==> config.mk <==
export PLATFORM = sky130hd
export DESIGN_NAME = game_sequencer
export DESIGN_NICKNAME = d
export VERILOG_FILES = /design/src/rtl/game_pkg.sv /design/src/rtl/game_sequencer_frame_timer.sv /design/src/rtl/game_sequencer.sv
export SDC_FILE = /design/constraint.sdc
export NUM_CORES = 1
export LEC_CHECK = 0
export ABC_AREA = 0
export ABC_CLOCK_PERIOD_IN_PS = 5800
export CAP_MARGIN = 20
export CORE_MARGIN = 8
export CORE_UTILIZATION = 48
export CTS_BUF_LIST = sky130_fd_sc_hd__clkbuf_8
export DETAILED_ROUTE_END_ITERATION = 10
export MAX_ROUTING_LAYER = met4
export PLACE_DENSITY = 0.88
export SLEW_MARGIN = 20
export SYNTH_ARGS = -nofsm -noshare
export SYNTH_HDL_FRONTEND = slang
export SYNTH_SLANG_ARGS = --single-unit
==> constraint.sdc <==
create_clock -name i_clk -period 5.8 [get_ports i_clk]
set_clock_uncertainty 0.2 [all_clocks]
set_input_delay 0.58 -clock i_clk [delete_from_list [all_inputs] [get_ports i_clk]]
set_output_delay 0.58 -clock i_clk [all_outputs]
set_load 0.02 [all_outputs]
==> src/rtl/game_pkg.sv <==
// Shared definitions for the BrickBreaker game-flow controller:
// state codes, parameter defaults and a small elaboration helper.
package game_pkg;

  typedef enum logic [2:0] {
    ST_IDLE  = 3'd0,
    ST_CLEAR = 3'd1,
    ST_LOAD  = 3'd2,
    ST_SERVE = 3'd3,
    ST_PLAY  = 3'd4,
    ST_WIN   = 3'd5,
    ST_LOSE  = 3'd6
  } gameState_t;

  localparam int DefaultLives       = 3;
  localparam int DefaultHealthW     = 10;
  localparam int DefaultLevelW      = 3;
  localparam int DefaultServeFrames = 60;
  localparam int DefaultHoldFrames  = 120;

  function automatic int maxInt(input int a, input int b);
    return (a > b) ? a : b;
  endfunction

endpackage

==> src/rtl/game_sequencer_frame_timer.sv <==
// Frame-tick counter shared by the timed states. o_done fires on the tick
// that brings the count up to i_target, so the owner can leave on that edge.
module frame_timer
  import game_pkg::*;
#(
  parameter int COUNT_W = 7
) (
  input  logic               i_clk,
  input  logic               i_resetn,
  input  logic               i_clear,
  input  logic               i_frame_tick,
  input  logic [COUNT_W-1:0] i_target,
  output logic               o_done
);

  logic [COUNT_W-1:0] r_count;

  always_ff @(posedge i_clk or negedge i_resetn) begin
    if (!i_resetn) begin
      r_count <= '0;
    end else if (i_clear) begin
      r_count <= '0;
    end else if (i_frame_tick) begin
      r_count <= r_count + COUNT_W'(1);
    end
  end

  assign o_done = i_frame_tick && (r_count == (i_target - COUNT_W'(1)));

endmodule

==> src/rtl/game_sequencer.sv <==
// BrickBreaker game-flow controller: sequences clear/load/serve/play and the
// win/lose banners, and owns the brick-health, lives and level bookkeeping.
module game_sequencer
  import game_pkg::*;
#(
  parameter int LIVES        = DefaultLives,
  parameter int HEALTH_W     = DefaultHealthW,
  parameter int LEVEL_W      = DefaultLevelW,
  parameter int SERVE_FRAMES = DefaultServeFrames,
  parameter int HOLD_FRAMES  = DefaultHoldFrames
) (
  input  logic                i_clk,
  input  logic                i_resetn,
  input  logic                i_start,
  input  logic                i_frame_tick,
  input  logic                i_clear_done,
  input  logic                i_load_done,
  input  logic [HEALTH_W-1:0] i_total_health,
  input  logic                i_brick_hit,
  input  logic                i_ball_lost,
  output logic                o_clear_start,
  output logic                o_load_level,
  output logic [LEVEL_W-1:0]  o_level,
  output logic                o_play_enable,
  output logic [HEALTH_W-1:0] o_health_remaining,
  output logic [1:0]          o_lives,
  output logic                o_win,
  output logic                o_lose,
  output logic [2:0]          o_state
);

  localparam int CountW = $clog2(maxInt(SERVE_FRAMES, HOLD_FRAMES) + 1);

  gameState_t          r_state;
  gameState_t          w_nextState;
  logic                w_timerDone;
  logic                w_stateChange;
  logic                w_hitEmpties;
  logic [CountW-1:0]   w_target;

  logic [HEALTH_W-1:0] r_health;
  logic [1:0]          r_lives;
  logic [LEVEL_W-1:0]  r_level;
  logic                r_clearStart;
  logic                r_loadLevel;
  logic                r_playEnable;
  logic                r_win;
  logic                r_lose;

  assign w_hitEmpties  = i_brick_hit && (r_health == HEALTH_W'(1));
  assign w_stateChange = (w_nextState != r_state);
  assign w_target      = (r_state == ST_SERVE) ? CountW'(SERVE_FRAMES) : CountW'(HOLD_FRAMES);

  frame_timer #(
    .COUNT_W (CountW)
  ) u_frameTimer (
    .i_clk        (i_clk),
    .i_resetn     (i_resetn),
    .i_clear      (w_stateChange),
    .i_frame_tick (i_frame_tick),
    .i_target     (w_target),
    .o_done       (w_timerDone)
  );

  always_ff @(posedge i_clk or negedge i_resetn) begin
    if (!i_resetn) begin
      r_state <= ST_IDLE;
    end else begin
      r_state <= w_nextState;
    end
  end

  // A hit that empties the field wins outright, so it outranks a lost ball.
  always_comb begin
    w_nextState = r_state;
    case (r_state)
      ST_IDLE:  if (i_start) w_nextState = ST_CLEAR;
      ST_CLEAR: if (i_clear_done) w_nextState = ST_LOAD;
      ST_LOAD: begin
        if (i_load_done) begin
          w_nextState = (i_total_health == '0) ? ST_WIN : ST_SERVE;
        end
      end
      ST_SERVE: if (w_timerDone) w_nextState = ST_PLAY;
      ST_PLAY: begin
        if (w_hitEmpties) begin
          w_nextState = ST_WIN;
        end else if (i_ball_lost) begin
          w_nextState = (r_lives > 2'd1) ? ST_SERVE : ST_LOSE;
        end
      end
      ST_WIN:   if (w_timerDone) w_nextState = ST_CLEAR;
      ST_LOSE:  if (w_timerDone) w_nextState = ST_IDLE;
      default:  w_nextState = ST_IDLE;
    endcase
  end

  always_ff @(posedge i_clk or negedge i_resetn) begin
    if (!i_resetn) begin
      r_health     <= '0;
      r_lives      <= 2'(LIVES);
      r_level      <= '0;
      r_clearStart <= 1'b0;
      r_loadLevel  <= 1'b0;
      r_playEnable <= 1'b0;
      r_win        <= 1'b0;
      r_lose       <= 1'b0;
    end else begin
      if ((r_state == ST_IDLE) && i_start) begin
        r_lives <= 2'(LIVES);
        r_level <= '0;
      end
      if ((r_state == ST_LOAD) && i_load_done) begin
        r_health <= i_total_health;
      end
      if (r_state == ST_PLAY) begin
        if (i_brick_hit && (r_health != '0)) begin
          r_health <= r_health - HEALTH_W'(1);
        end
        if (i_ball_lost && !w_hitEmpties && (r_lives != 2'd0)) begin
          r_lives <= r_lives - 2'd1;
        end
      end
      if ((r_state == ST_WIN) && w_timerDone) begin
        r_level <= r_level + LEVEL_W'(1);
      end
      r_clearStart <= (w_nextState == ST_CLEAR) && (r_state != ST_CLEAR);
      r_loadLevel  <= (w_nextState == ST_LOAD);
      r_playEnable <= (w_nextState == ST_PLAY);
      r_win        <= (w_nextState == ST_WIN);
      r_lose       <= (w_nextState == ST_LOSE);
    end
  end

  assign o_clear_start      = r_clearStart;
  assign o_load_level       = r_loadLevel;
  assign o_level            = r_level;
  assign o_play_enable      = r_playEnable;
  assign o_health_remaining = r_health;
  assign o_lives            = r_lives;
  assign o_win              = r_win;
  assign o_lose             = r_lose;
  assign o_state            = r_state;

endmodule

Word level (Yosys, flattened, before mapping)

Cells that the tools add are included.

Bits of input ports: 18
Output and inout port bits: 23
Bits in registers: 30
Logic and storage cells: 69

Equality and inequality tests: 15
Add/subtract/negate cells: 5
Reduce and logical (&&, ||, !) cells: 16
Multiplexer cells: 22
Order comparisons: 1

Operators with widths:

| cell                  | count |
|---|---|
| $mux 3                | 12 |
| $mux 10               | 3 |
| $mux 7                | 3 |
| $pmux 3 s7            | 1 |
| $eq 3x3->1 const B    | 6 |
| $eq 10x1->1 const B   | 1 |
| $logic_not 10->1      | 1 |
| $reduce_bool 10->1    | 1 |
| $sub 10x1->10 const B | 1 |
| $eq 3x2->1 const B    | 3 |
| $logic_and 1x1->1     | 9 |
| $add 7x1->7 const B   | 1 |
| $eq 7x7->1            | 1 |
| $sub 7x1->7 const B   | 1 |
| $eq 3x1->1 const B    | 2 |
| $mux 2                | 3 |
| $reduce_bool 2->1     | 3 |
| $add 3x1->3 const B   | 1 |
| $logic_not 3->1       | 1 |
| $ne 3x1->1 const B    | 1 |
| $ne 3x3->1            | 1 |
| $gt 2x1->1 const B    | 1 |
| $sub 2x1->2 const B   | 1 |
| $logic_not 1->1       | 1 |

Logic depth before layout (Yosys ltp)

Word-level depth: 9
Mapped depth: 8
Depth with buffers taken out: 8

Cells and area by module

From an unflattened synthesis, not the netlist that was laid out.

Cell total of the unflattened synthesis: 224
Area total of the unflattened synthesis: 2088.3 um2

By module, submodules not included:

| module         | cells an instance | seq. area each (um2) | area each (um2) | times used |
|---|---|---|---|---|
| game_sequencer | 166               | 578.1                | 1535.2          | 1 |
| frame_timer    | 58                | 175.2                | 553.0           | 1 |

Least setup slack after synthesis

Ideal clock, no wire load.

Path kind: register to register
Start: reg r_state[2] (netlist: o_state[2])
End: reg r_health[9] (netlist: o_health_remaining[9])
Arrival time: 2.068 ns
Path buffers: 1
Period minus slack after synthesis: 2.391 ns
Path slack: 3.409 ns
Data required time: 5.477 ns
Stages on the path, launching flop included: 6
Path through: dfrtp_1 buf_4 or3b_4 a311oi_4 mux2_2 o221a_2

Longest elaborated chain between the ends: 5
Elaborated cells between the ends (all ways): 6

Ends and longest elaborated chain:

| what                   | RTL line              | text |
|---|---|---|
| from (decl)            | game_sequencer.sv:34  | `gameState_t r_state;` |
| from (signal assigned) | game_sequencer.sv:69  | `r_state <= w_nextState;` |
| $eq 3x2->1             | game_sequencer.sv:113 | `if ((r_state == ST_LOAD) && i_load_done) begin` |
| $logic_and 1x1->1      | game_sequencer.sv:113 |  |
| $mux 10                | game_sequencer.sv:113 |  |
| $mux 10                | game_sequencer.sv:117 | `if (i_brick_hit && (r_health != '0)) begin` |
| $mux 10 *              | game_sequencer.sv:116 | `if (r_state == ST_PLAY) begin` |
| to (signal assigned)   | game_sequencer.sv:114 | `r_health <= i_total_health;` |
| to (signal assigned)   | game_sequencer.sv:118 | `r_health <= r_health - HEALTH_W'(1);` |
| to (decl)              | game_sequencer.sv:41  | `logic [HEALTH_W-1:0] r_health;` |

Mark *: on every way between the ends. The rest lies on a longest branch, timed or not.
A chain may end at the register's enable or synchronous reset.

Final worst setup path

Start: reg r_state[1] (netlist: o_state[1])
End: reg r_health[3] (netlist: o_health_remaining[3])

The elaborated chain is that of the path after synthesis.

==> metrics.cfg <==
[clock_tree]
cts.sinks = 30
cts_max_path_buffers = 2
postCtsSetupBuffers = 0
cts_resized = 0
clkLatencyLatePin_ns = 0.28
clk_pin_slew_worst_paths_ns = 0.06
cts_tree = yes
h-tree-depth = 2
cts_buffers = 5
holdBufCountCts = 0
cts-root-buf = clkbuf_8

[pwr]
p_sw_uw = 438
pwr-share-clk_pct = 18.7
p_leak_uw = 0.00102
ir_drop_v = 0.000250
power.internal_uw = 605
p_seq_share_pct = 36.7
p_per_area_nw_per_um2 = 425
switching_share_pct = 42.0
combPwrFrac_pct = 44.6

[drt]
drtPass1Iterations = 4
vias_per_cell = 5.71
drt_iter0_drc = 190
totalWireLength_um = 4590
postRouteAntennaNets = 0
wl_per_cell_um = 15.5
vias = 1697
drc = 0

[synth]
syn-num-nets = 229
yosysWarnings = 0
syn_avg_cell_area_um2 = 9.33
synth_top_area_cell = dfrtp_1
ys_seq_area_share_pct = 39.6
synthTopCellsByArea = dfrtp_1, nor2_1, ha_1
post-synth-top-area-fraction_pct = 36.8
yosys_most_used_dff = dfrtp_1
syn_area_um2 = 1900
synth-edff-count = 0
synthCells = 204
synth-seq-cells = 30
postSynth.asyncResetShare_pct = 100
synth_cell_types = 52

[grt]
grt_pass1_wl_um = 7720
antenna_found_initial = 0
grt_usage_pct = 15.8
grt_pass1_vias = 1655
grt_start_max_net_pins = 31
grt_overflow = 0

[placed_design]
port_buffers = 40
gp_congestion = 0.926
dp_hpwl_um = 3520

[setup_path]
cp_max_fo = 19
worstSetupStartpointType = register
arrival_ns = 2.81
crit_path_cell_trace = or3b_4, a311oi_4, nor2_2, inv_1, a21oi_1, a311oi_1
cp_top_family = compound AO/OA/AOI/OAI gates
worstSetupEndpointType = register
cp_slowest_cell = a311oi_4
cp_data_required_time_ns = 5.77
crit_buf_inv = 1
critPathMaxStageDelay_ns = 0.77
path_class = reg -> reg

[sta]
report.final.setup_viol = 0
final_max_slew_viol_count = 0
tightest_slew_ns = 0.859
hold_viol = 0
final.min_clock_period_ns = 2.83
max_freq_ghz = 0.353
fin_crit_sh_pct = 48.8
fin_tns_setup_ns = 0
slew_headroom_pct = 42.7
grt_setup_unrepaired = false

[finish]
nets = 271
area.growth.synth_to_final_pct = 29.0
nFillCells = 335
drive_above_1_share_pct = 11.7
fin_util_pct = 62.7
antenna-diode-count = 0

[floorplan]
start_util_pct = 48.6
die_y_um = 79.0
coreArea_um2 = 3910
dieArea_um2 = 6240
pin_count = 41
die_w_um = 79.0
num_rows = 23

[flow_run]
max_cap_violations = 0

[hold_path]
hp-class = reg -> reg

[status]
outcome = completed

cell type report:
type / instances / area [um^2] / share of cell area, %
inverters: 15 / 56.3 / 2.29
multi-input cells: 153 / 1060 / 43.4
clock buffers: 8 / 110 / 4.49
flip-flops and latches: 30 / 753 / 30.7
well taps: 50 / 62.6 / 2.55
repair buffers: 41 / 408 / 16.6
logic make-up after synthesis:
logic type / Yosys count / synth area share (%)
xor+xnor: 8 / 3.68
mux: 5 / 2.76
simple gates: 90 / 26.7
buf+inv: 21 / 4.47
fa+ha+maj: 7 / 4.60
flops: 30 / 39.6
compound gates: 43 / 18.2
placed cells by master, fill, tap and decap left out, drive strengths merged, types with 3 or more instances in the layout:
cell / instances
and3: 5
o221a: 3
a311oi: 7
a21oi: 10
o21ai: 7
nor4: 6
xnor2: 5
nand2: 12
nor3: 10
clkbuf: 8
inv: 15
xor2: 3
clkdlybuf4s50: 40
nand2b: 3
nand4: 6
ha: 7
nor2: 30
nand3: 3
dfrtp: 28
mux2i: 3
cells in the mapped netlist (4+ instances only):
cell type,instances
o21ai_0,4
nor4_1,4
nand4_1,6
a21oi_1,10
a311oi_1,5
nand2_1,12
xnor2_1,5
dfrtp_1,28
nor2_1,29
ha_1,7
inv_1,15
and3_1,5
nor3_1,10
final timing paths:
| path | slack (ns) | cells after the start | end | start |
|---|---|---|---|---|
| setup reg to reg | 2.97 | 6 | o_health_remaining[3] | o_state[1] |
| hold reg to reg | 0.32 | 1 | o_level[0] | o_level[0] |
| max in group asynchronous | 4.60 | 2 | o_lives[1] | i_resetn |
| setup / recovery | 2.97 | 6 | o_health_remaining[3] | o_state[1] |
| hold / removal | 0.32 | 1 | o_level[0] | o_level[0] |
| min in group asynchronous | 0.48 | 2 | o_health_remaining[4] | i_resetn |
power by group through the flow:
| stage | registers (uW) | clock network (uW) | logic [uW] |
|---|---|---|---|
| 2_1_floorplan | 415 | 0 | 238 |
| 3_3_place_gp | 381 | 0 | 452 |
| 3_5_place_dp | 384 | 0 | 465 |
| 4_1_cts | 381 | 198 | 466 |
| 5_1_grt | 393 | 211 | 500 |
| 6_report | 382 | 195 | 466 |
state kept, by name (all words and copies together) (netlist names):
register / count
o_clear_start: 1
o_health_remaining: 10
o_level: 3
o_lives: 2
o_load_level: 1
o_lose: 1
o_play_enable: 1
o_state: 3
o_win: 1
u_frameTimer.r_count: 7
through the flow:
stage	cell area [um^2]	hold slack, ns	total power, uW	setup WS, ns	std cells
after floorplan	1900	0.0844	653	3.41	204
after CTS	2450	0.326	1040	3.02	297
final	2450	0.322	1040	2.97	297
after global placement	2340	0.294	833	2.94	289
after detailed placement	2340	0.318	849	2.86	289
after global routing	2450	0.351	1100	2.78	297
per-layer routing:
metal	up-vias	share of wire (%)	global-route usage, %
met5	-	0	-
met3	8	3.9	3.16
met1	831	44	18.3
li1	824	-	-
met2	34	50	25.1
met4	0	2.3	8.70
Note: power is estimated with default switching activity, not from simulation.
